## src/rtl/fetch_instruction_queue_if.sv

```systemverilog
// Fetch/decode side signals of the instruction queue, grouped in one bundle.
// Latency: none; pure wiring between the queue and its neighbours.
// Backpressure: carries decodeStall_i inward and fetchStall_o/full_o outward.
interface fetch_instruction_queue_if #(
  parameter int addressSize     = 64,
  parameter int instructionSize = 32,
  parameter int queuePtrSize    = 3
);
  logic                       flushPipeline_i;
  logic                       enable_i;
  logic [instructionSize-1:0] instruction_i;
  logic [addressSize-1:0]     instructionAddress_i;
  logic                       decodeStall_i;
  logic                       enable_o;
  logic [instructionSize-1:0] instruction_o;
  logic [addressSize-1:0]     instructionAddress_o;
  logic                       fetchStall_o;
  logic                       full_o;
  logic                       overflow_o;
  logic [queuePtrSize:0]      count_o;

  // Queue side.
  modport slave (
    input  flushPipeline_i, enable_i, instruction_i, instructionAddress_i, decodeStall_i,
    output enable_o, instruction_o, instructionAddress_o, fetchStall_o, full_o,
    output overflow_o, count_o
  );

  // Fetch/decode (or bench) side.
  modport master (
    output flushPipeline_i, enable_i, instruction_i, instructionAddress_i, decodeStall_i,
    input  enable_o, instruction_o, instructionAddress_o, fetchStall_o, full_o,
    input  overflow_o, count_o
  );
endinterface

```

## src/rtl/fetch_instruction_queue.sv

```systemverilog
// Circular instruction buffer between fetch and decode, presenting {instr, addr} in program order.
// Latency: a push is visible on the outputs one edge later (no bypass); pop takes effect at the edge.
// Backpressure: fetchStall_o from registered count leaves skidEntries slots; full drops and flags overflow.
module fetch_instruction_queue #(
  parameter int addressSize     = 64,
  parameter int instructionSize = 32,
  parameter int queueDepth      = 8,
  parameter int queuePtrSize    = 3,
  parameter int skidEntries     = 2
) (
  input  logic                     clock_i,
  input  logic                     reset_i,
  fetch_instruction_queue_if.slave fiq
);

  localparam int CntW = queuePtrSize + 1;
  localparam logic [CntW-1:0] LpDepth    = CntW'(queueDepth);
  localparam logic [CntW-1:0] LpStallLvl = CntW'(queueDepth - skidEntries);

  logic [queuePtrSize-1:0]    r_head;
  logic [queuePtrSize-1:0]    r_tail;
  logic [CntW-1:0]            r_count;
  logic                       r_overflow;
  logic [instructionSize-1:0] r_instr_mem [queueDepth];
  logic [addressSize-1:0]     r_addr_mem  [queueDepth];

  logic w_vld;
  logic w_full;
  logic w_pop;
  logic w_push;
  logic w_drop;

  // Handshake decode: a pop frees a slot in the same cycle, so a full queue can still accept.
  assign w_vld  = (r_count != '0);
  assign w_full = (r_count == LpDepth);
  assign w_pop  = w_vld & ~fiq.decodeStall_i;
  assign w_push = fiq.enable_i & (~w_full | w_pop);
  assign w_drop = fiq.enable_i & w_full & ~w_pop;

  // Pointer/occupancy state; reset beats flush, and flush discards any same-cycle push or pop.
  always_ff @(posedge clock_i) begin
    if (reset_i) begin
      r_head     <= '0;
      r_tail     <= '0;
      r_count    <= '0;
      r_overflow <= 1'b0;
    end else begin
      // Overflow is an error record of a fetch that ignored the stall; only reset clears it.
      if (w_drop) begin
        r_overflow <= 1'b1;
      end
      if (fiq.flushPipeline_i) begin
        r_head  <= '0;
        r_tail  <= '0;
        r_count <= '0;
      end else begin
        if (w_push) begin
          r_tail <= r_tail + 1'b1;
        end
        if (w_pop) begin
          r_head <= r_head + 1'b1;
        end
        case ({w_push, w_pop})
          2'b10:   r_count <= r_count + 1'b1;
          2'b01:   r_count <= r_count - 1'b1;
          default: r_count <= r_count;
        endcase
      end
    end
  end

  // Entry storage; instruction and address are always written together into the tail slot.
  always_ff @(posedge clock_i) begin
    if (!reset_i && !fiq.flushPipeline_i && w_push) begin
      r_instr_mem[r_tail] <= fiq.instruction_i;
      r_addr_mem[r_tail]  <= fiq.instructionAddress_i;
    end
  end

  // Outputs come only from registered state; data is forced to zero while the queue is empty.
  assign fiq.enable_o             = w_vld;
  assign fiq.instruction_o        = w_vld ? r_instr_mem[r_head] : '0;
  assign fiq.instructionAddress_o = w_vld ? r_addr_mem[r_head]  : '0;
  assign fiq.fetchStall_o         = (r_count >= LpStallLvl);
  assign fiq.full_o               = w_full;
  assign fiq.overflow_o           = r_overflow;
  assign fiq.count_o              = r_count;

endmodule

```

## src/flat_wrapper.sv

```systemverilog
// flat-port wrapper written by rule: the top's interface ports become plain ports
module fetch_instruction_queue_flat 
#(
  parameter int addressSize     = 64,
  parameter int instructionSize = 32,
  parameter int queueDepth      = 8,
  parameter int queuePtrSize    = 3,
  parameter int skidEntries     = 2
)
  (clock_i, reset_i, fiq_flushPipeline_i, fiq_enable_i, fiq_instruction_i, fiq_instructionAddress_i, fiq_decodeStall_i, fiq_enable_o, fiq_instruction_o, fiq_instructionAddress_o, fiq_fetchStall_o, fiq_full_o, fiq_overflow_o, fiq_count_o);
  fetch_instruction_queue_if #(.addressSize(addressSize), .instructionSize(instructionSize), .queuePtrSize(queuePtrSize)) fiq_i ();
  input  logic clock_i;
  input  logic reset_i;
  input wire logic [$bits(fiq_i.flushPipeline_i)-1:0] fiq_flushPipeline_i;
  input wire logic [$bits(fiq_i.enable_i)-1:0] fiq_enable_i;
  input wire logic [$bits(fiq_i.instruction_i)-1:0] fiq_instruction_i;
  input wire logic [$bits(fiq_i.instructionAddress_i)-1:0] fiq_instructionAddress_i;
  input wire logic [$bits(fiq_i.decodeStall_i)-1:0] fiq_decodeStall_i;
  output wire logic [$bits(fiq_i.enable_o)-1:0] fiq_enable_o;
  output wire logic [$bits(fiq_i.instruction_o)-1:0] fiq_instruction_o;
  output wire logic [$bits(fiq_i.instructionAddress_o)-1:0] fiq_instructionAddress_o;
  output wire logic [$bits(fiq_i.fetchStall_o)-1:0] fiq_fetchStall_o;
  output wire logic [$bits(fiq_i.full_o)-1:0] fiq_full_o;
  output wire logic [$bits(fiq_i.overflow_o)-1:0] fiq_overflow_o;
  output wire logic [$bits(fiq_i.count_o)-1:0] fiq_count_o;
  assign fiq_i.flushPipeline_i = fiq_flushPipeline_i;
  assign fiq_i.enable_i = fiq_enable_i;
  assign fiq_i.instruction_i = fiq_instruction_i;
  assign fiq_i.instructionAddress_i = fiq_instructionAddress_i;
  assign fiq_i.decodeStall_i = fiq_decodeStall_i;
  assign fiq_enable_o = fiq_i.enable_o;
  assign fiq_instruction_o = fiq_i.instruction_o;
  assign fiq_instructionAddress_o = fiq_i.instructionAddress_o;
  assign fiq_fetchStall_o = fiq_i.fetchStall_o;
  assign fiq_full_o = fiq_i.full_o;
  assign fiq_overflow_o = fiq_i.overflow_o;
  assign fiq_count_o = fiq_i.count_o;
  fetch_instruction_queue #(.addressSize(addressSize), .instructionSize(instructionSize), .queueDepth(queueDepth), .queuePtrSize(queuePtrSize), .skidEntries(skidEntries)) u_core (.clock_i(clock_i), .reset_i(reset_i), .fiq(fiq_i));
endmodule
```

## config.mk

```make
export PLATFORM = sky130hd
export DESIGN_NAME = fetch_instruction_queue_flat
export DESIGN_NICKNAME = d
export VERILOG_FILES = /design/src/rtl/fetch_instruction_queue_if.sv /design/src/rtl/fetch_instruction_queue.sv /design/src/flat_wrapper.sv
export SDC_FILE = /design/constraint.sdc
export NUM_CORES = 1
export LEC_CHECK = 0
export CAP_MARGIN = 20
export CORE_ASPECT_RATIO = 0.5
export CORE_MARGIN = 4
export CORE_UTILIZATION = 60
export CTS_CLUSTER_SIZE = 14
export DETAILED_ROUTE_END_ITERATION = 6
export PLACE_DENSITY = 0.83
export SKIP_LAST_GASP = 1
export SLEW_MARGIN = 5
export SYNTH_ARGS = -nofsm -noshare
export SYNTH_HDL_FRONTEND = slang
export SYNTH_SLANG_ARGS = --single-unit
export TNS_END_PERCENT = 20
```

## constraint.sdc

```tcl
create_clock -name clock_i -period 25.7 [get_ports clock_i]
set_input_delay 6.425 -clock clock_i [delete_from_list [all_inputs] [get_ports clock_i]]
set_output_delay 6.425 -clock clock_i [all_outputs]
set_load 0.05 [all_outputs]
```

==> flow_summary.toml <==
[status]
status = "complete, no violations"

[route]
dr.first_iter.drc_count = 1562
vias_per_cell = 6.31
ant_nets = 0
firstDrtPassIters = 5
dr_total_vias = 14000
drt_wl_total_um = 62600
wl_per_cell_um = 28.2
drc_errors = 0

[global_route]
grt_use_total = 0.235
grt_util_met2 = 0.411
grt_pass1_vias = 14700
gr-total-overflow = 0
grt_max_degree = 115
use_met3 = 0.0364
grt_busiest_layer = "met2"
grt_pass1_wl_um = 93600
antenna_found_initial = 5
grtUsageMet1 = 0.314

[floorplanning]
io_pins = 205
die_area_um2 = 53600
core_um2 = 48900
initial_core_util = 0.612
rows = 57
dieHeight_um = 166
die_width_um = 324

[timing]
whs_ns = 0.480
slew_headroom = 0.260
worstMarginPinSlew_ns = 1.11
period_share = 0.408
final.setup.worst_slack_ns = 15.20
rsz0062_at_grt = "no"
maxSlewViolCount = 0
hold_viol = 0
fmax_mhz = 95.3
fin_crit_ns = 10.50
fin_setup_tns_ns = 0
setup_viol_count_final = 0
fin_skew_ns = 0.0110

[place]
port-buffer-count = 204
dpl.hpwl_um = 32700
placed_cell_area_um2 = 32600
gp_congestion = 0.720
dp_slack_ns = 15.23

[pwr]
comb_power_share = 0.058
p_int_mw = 1.95
ir_worst_vdd_uv = 48.3
p_leak_nw = 10.3
powerDensity_nw_per_um2 = 71.7
seqPwrFrac = 0.571
p_sw_frac = 0.210
p_sw_mw = 0.518
clock_power_share = 0.371

[final_layout]
fillers = 2663
fin_area_um2 = 34500
nets = 1639
regArea_um2 = 23400
multi_input_area_um2 = 6150
synthToLayoutAreaGrowth_pct = 15.4
utilization = 0.705
drive_above_1_share = 0.198

[synthesis]
syn_inst = 1302
ys_warn_count = 0
syn_area_um2 = 29900
synth.net_count = 1408
synth_seq_cells = 782
avgSynthCellArea_um2 = 22.9
ys_seq_area_frac = 0.781
ys_types = 32

[cts]
cts_tree = "yes"
clock_sinks = 782
htreeDepth = 3
cts_made_buffers = 68
clk_pin_slew_worst_paths_ns = 0.07
cts-root-buf = "clkbuf_16"
cts_buffer_depth = 3
ctsResizeCount = 0
insertion_delay_ns = 0.59
ctsHoldBuffers = 0
post_cts.repair.setup_buffers = 0

[critical_path]
cp_data_required_time_ns = 19.27
arrival_ns = 4.07
worstSetupStartpointType = "flop"
rr_worst_depth = 11
crit_path_max_fanout = 70
critPathKind = "reg2out"
endpoint_kind = "output port"

[job]
cap_viol_max_count = 0

[hold_path]
hp-class = "reg2reg"
hold_depth = 2
[flip-flops by register name, indices dropped and copies added, names as in the netlist, named ones only]
register,cells
u_core.r_addr_mem,512
u_core.r_instr_mem,256
u_core.fiq.count_o,4
u_core.r_head,3
u_core.r_tail,3
u_core.fiq.overflow_o,1
[logic make-up (layout without fill, tap and decap cells)]
family,Yosys count,in the layout,synth area share
AND/OR/NAND/NOR,135,135,0.0195
XOR/XNOR,7,7,0.00205
other,0,5,0
flip-flops,782,782,0.781
multiplexers,289,289,0.177
buffers and inverters,70,331,0.0147
adder cells (fa/ha/maj),5,5,0.00209
AO/OA/AOI/OAI,14,14,0.00306
[worst paths after layout]
check	startpoint	end	slack, ns
max reg2reg	u_core.fiq.count_o[0]	u_core.fiq.count_o[2]	21.42
max	flop	fiq_instruction_o[19]	15.20
min	u_core.fiq.overflow_o	u_core.fiq.overflow_o	0.48
min reg2reg	u_core.fiq.overflow_o	u_core.fiq.overflow_o	0.48
[worst max-delay path: stages, from the launching register on]
cell,delay [ns]
dfxtp_4,0.87
buf_4,0.92
mux4_2,0.40
mux2i_1,0.12
nor2_1,0.20
clkdlybuf4s50_1,0.86
[final cells by class]
type | instances | share of cell area
Inverter | 3 | 0.000327
Clock inverter | 17 | 0.00388
Sequential cell | 782 | 0.678
Multi-Input combinational cell | 450 | 0.178
Clock buffer | 83 | 0.0510
Antenna cell | 5 | 0.000363
Timing Repair Buffer | 228 | 0.0648
Tap cell | 649 | 0.0236
[power groups by stage]
stage	Clock, mW	Combinational (mW)	Sequential, mW
after floorplan	0	0.0810	1.44
after global routing	0.990	0.151	1.41
after global placement	0	0.139	1.44
after detailed placement	0	0.143	1.44
final	0.918	0.144	1.41
after CTS	0.931	0.145	1.41
[synthesized netlist by cell type (all sizes together)]
library cell | count | area (µm²)
xnor2 | 2 | 17.5
a21oi | 5 | 25.0
mux2i | 97 | 971
o2111ai | 1 | 8.76
nor3 | 1 | 5.00
nand2 | 5 | 18.8
or4b | 1 | 13.8
nor2 | 111 | 417
nand3 | 3 | 15.0
mux4 | 192 | 4320
and4bb | 1 | 12.5
or4 | 2 | 15.0
a22oi | 1 | 7.51
nand2b | 4 | 25.0
xor2 | 5 | 43.8
dfxtp | 14 | 280
buf | 52 | 373
or3 | 1 | 6.26
a21o | 1 | 7.51
nor3b | 1 | 7.51
a31oi | 1 | 6.26
edfxtp | 768 | 23100
ha | 5 | 62.6
o21ai | 5 | 36.3
or2 | 1 | 6.26
inv | 3 | 11.3
nor4 | 4 | 40.0
clkbuf | 15 | 56.3
[routing by layer]
metal | share of wire | up-vias
li1 | - | 5879
met1 | 0.38 | 7381
met2 | 0.54 | 631
met3 | 0.061 | 90
met4 | 0.020 | 0
met5 | 0 | -
[through the flow]
stage	instances	total power, mW
2_1_floorplan	1302	1.52
3_3_place_gp	2112	1.58
3_5_place_dp	2112	1.58
4_1_cts	2212	2.49
5_1_grt	2217	2.55
6_report	2217	2.47
[layout by cell type (no fill, tap or decap), types with 2 or more instances in the layout]
master	Yosys	layout
clkbuf_1	15	15
o21ai_0	4	4
nand2b_1	4	4
xnor2_1	2	2
a21oi_1	5	5
clkbuf_16	0	68
mux4_2	192	192
clkdlybuf4s50_1	0	204
ha_1	5	5
inv_6	0	5
edfxtp_1	768	768
inv_1	3	3
clkinv_2	0	2
nor2_4	0	4
clkinv_1	0	7
xor2_1	5	5
mux2i_1	97	97
buf_4	0	23
dfxtp_4	0	3
nor2_1	111	107
or4_1	2	2
dfxtp_1	14	11
nand2_1	5	5
nor4_2	0	3
nand3_1	3	3
diode_2	0	5
Power figures use the tool's default switching activity.
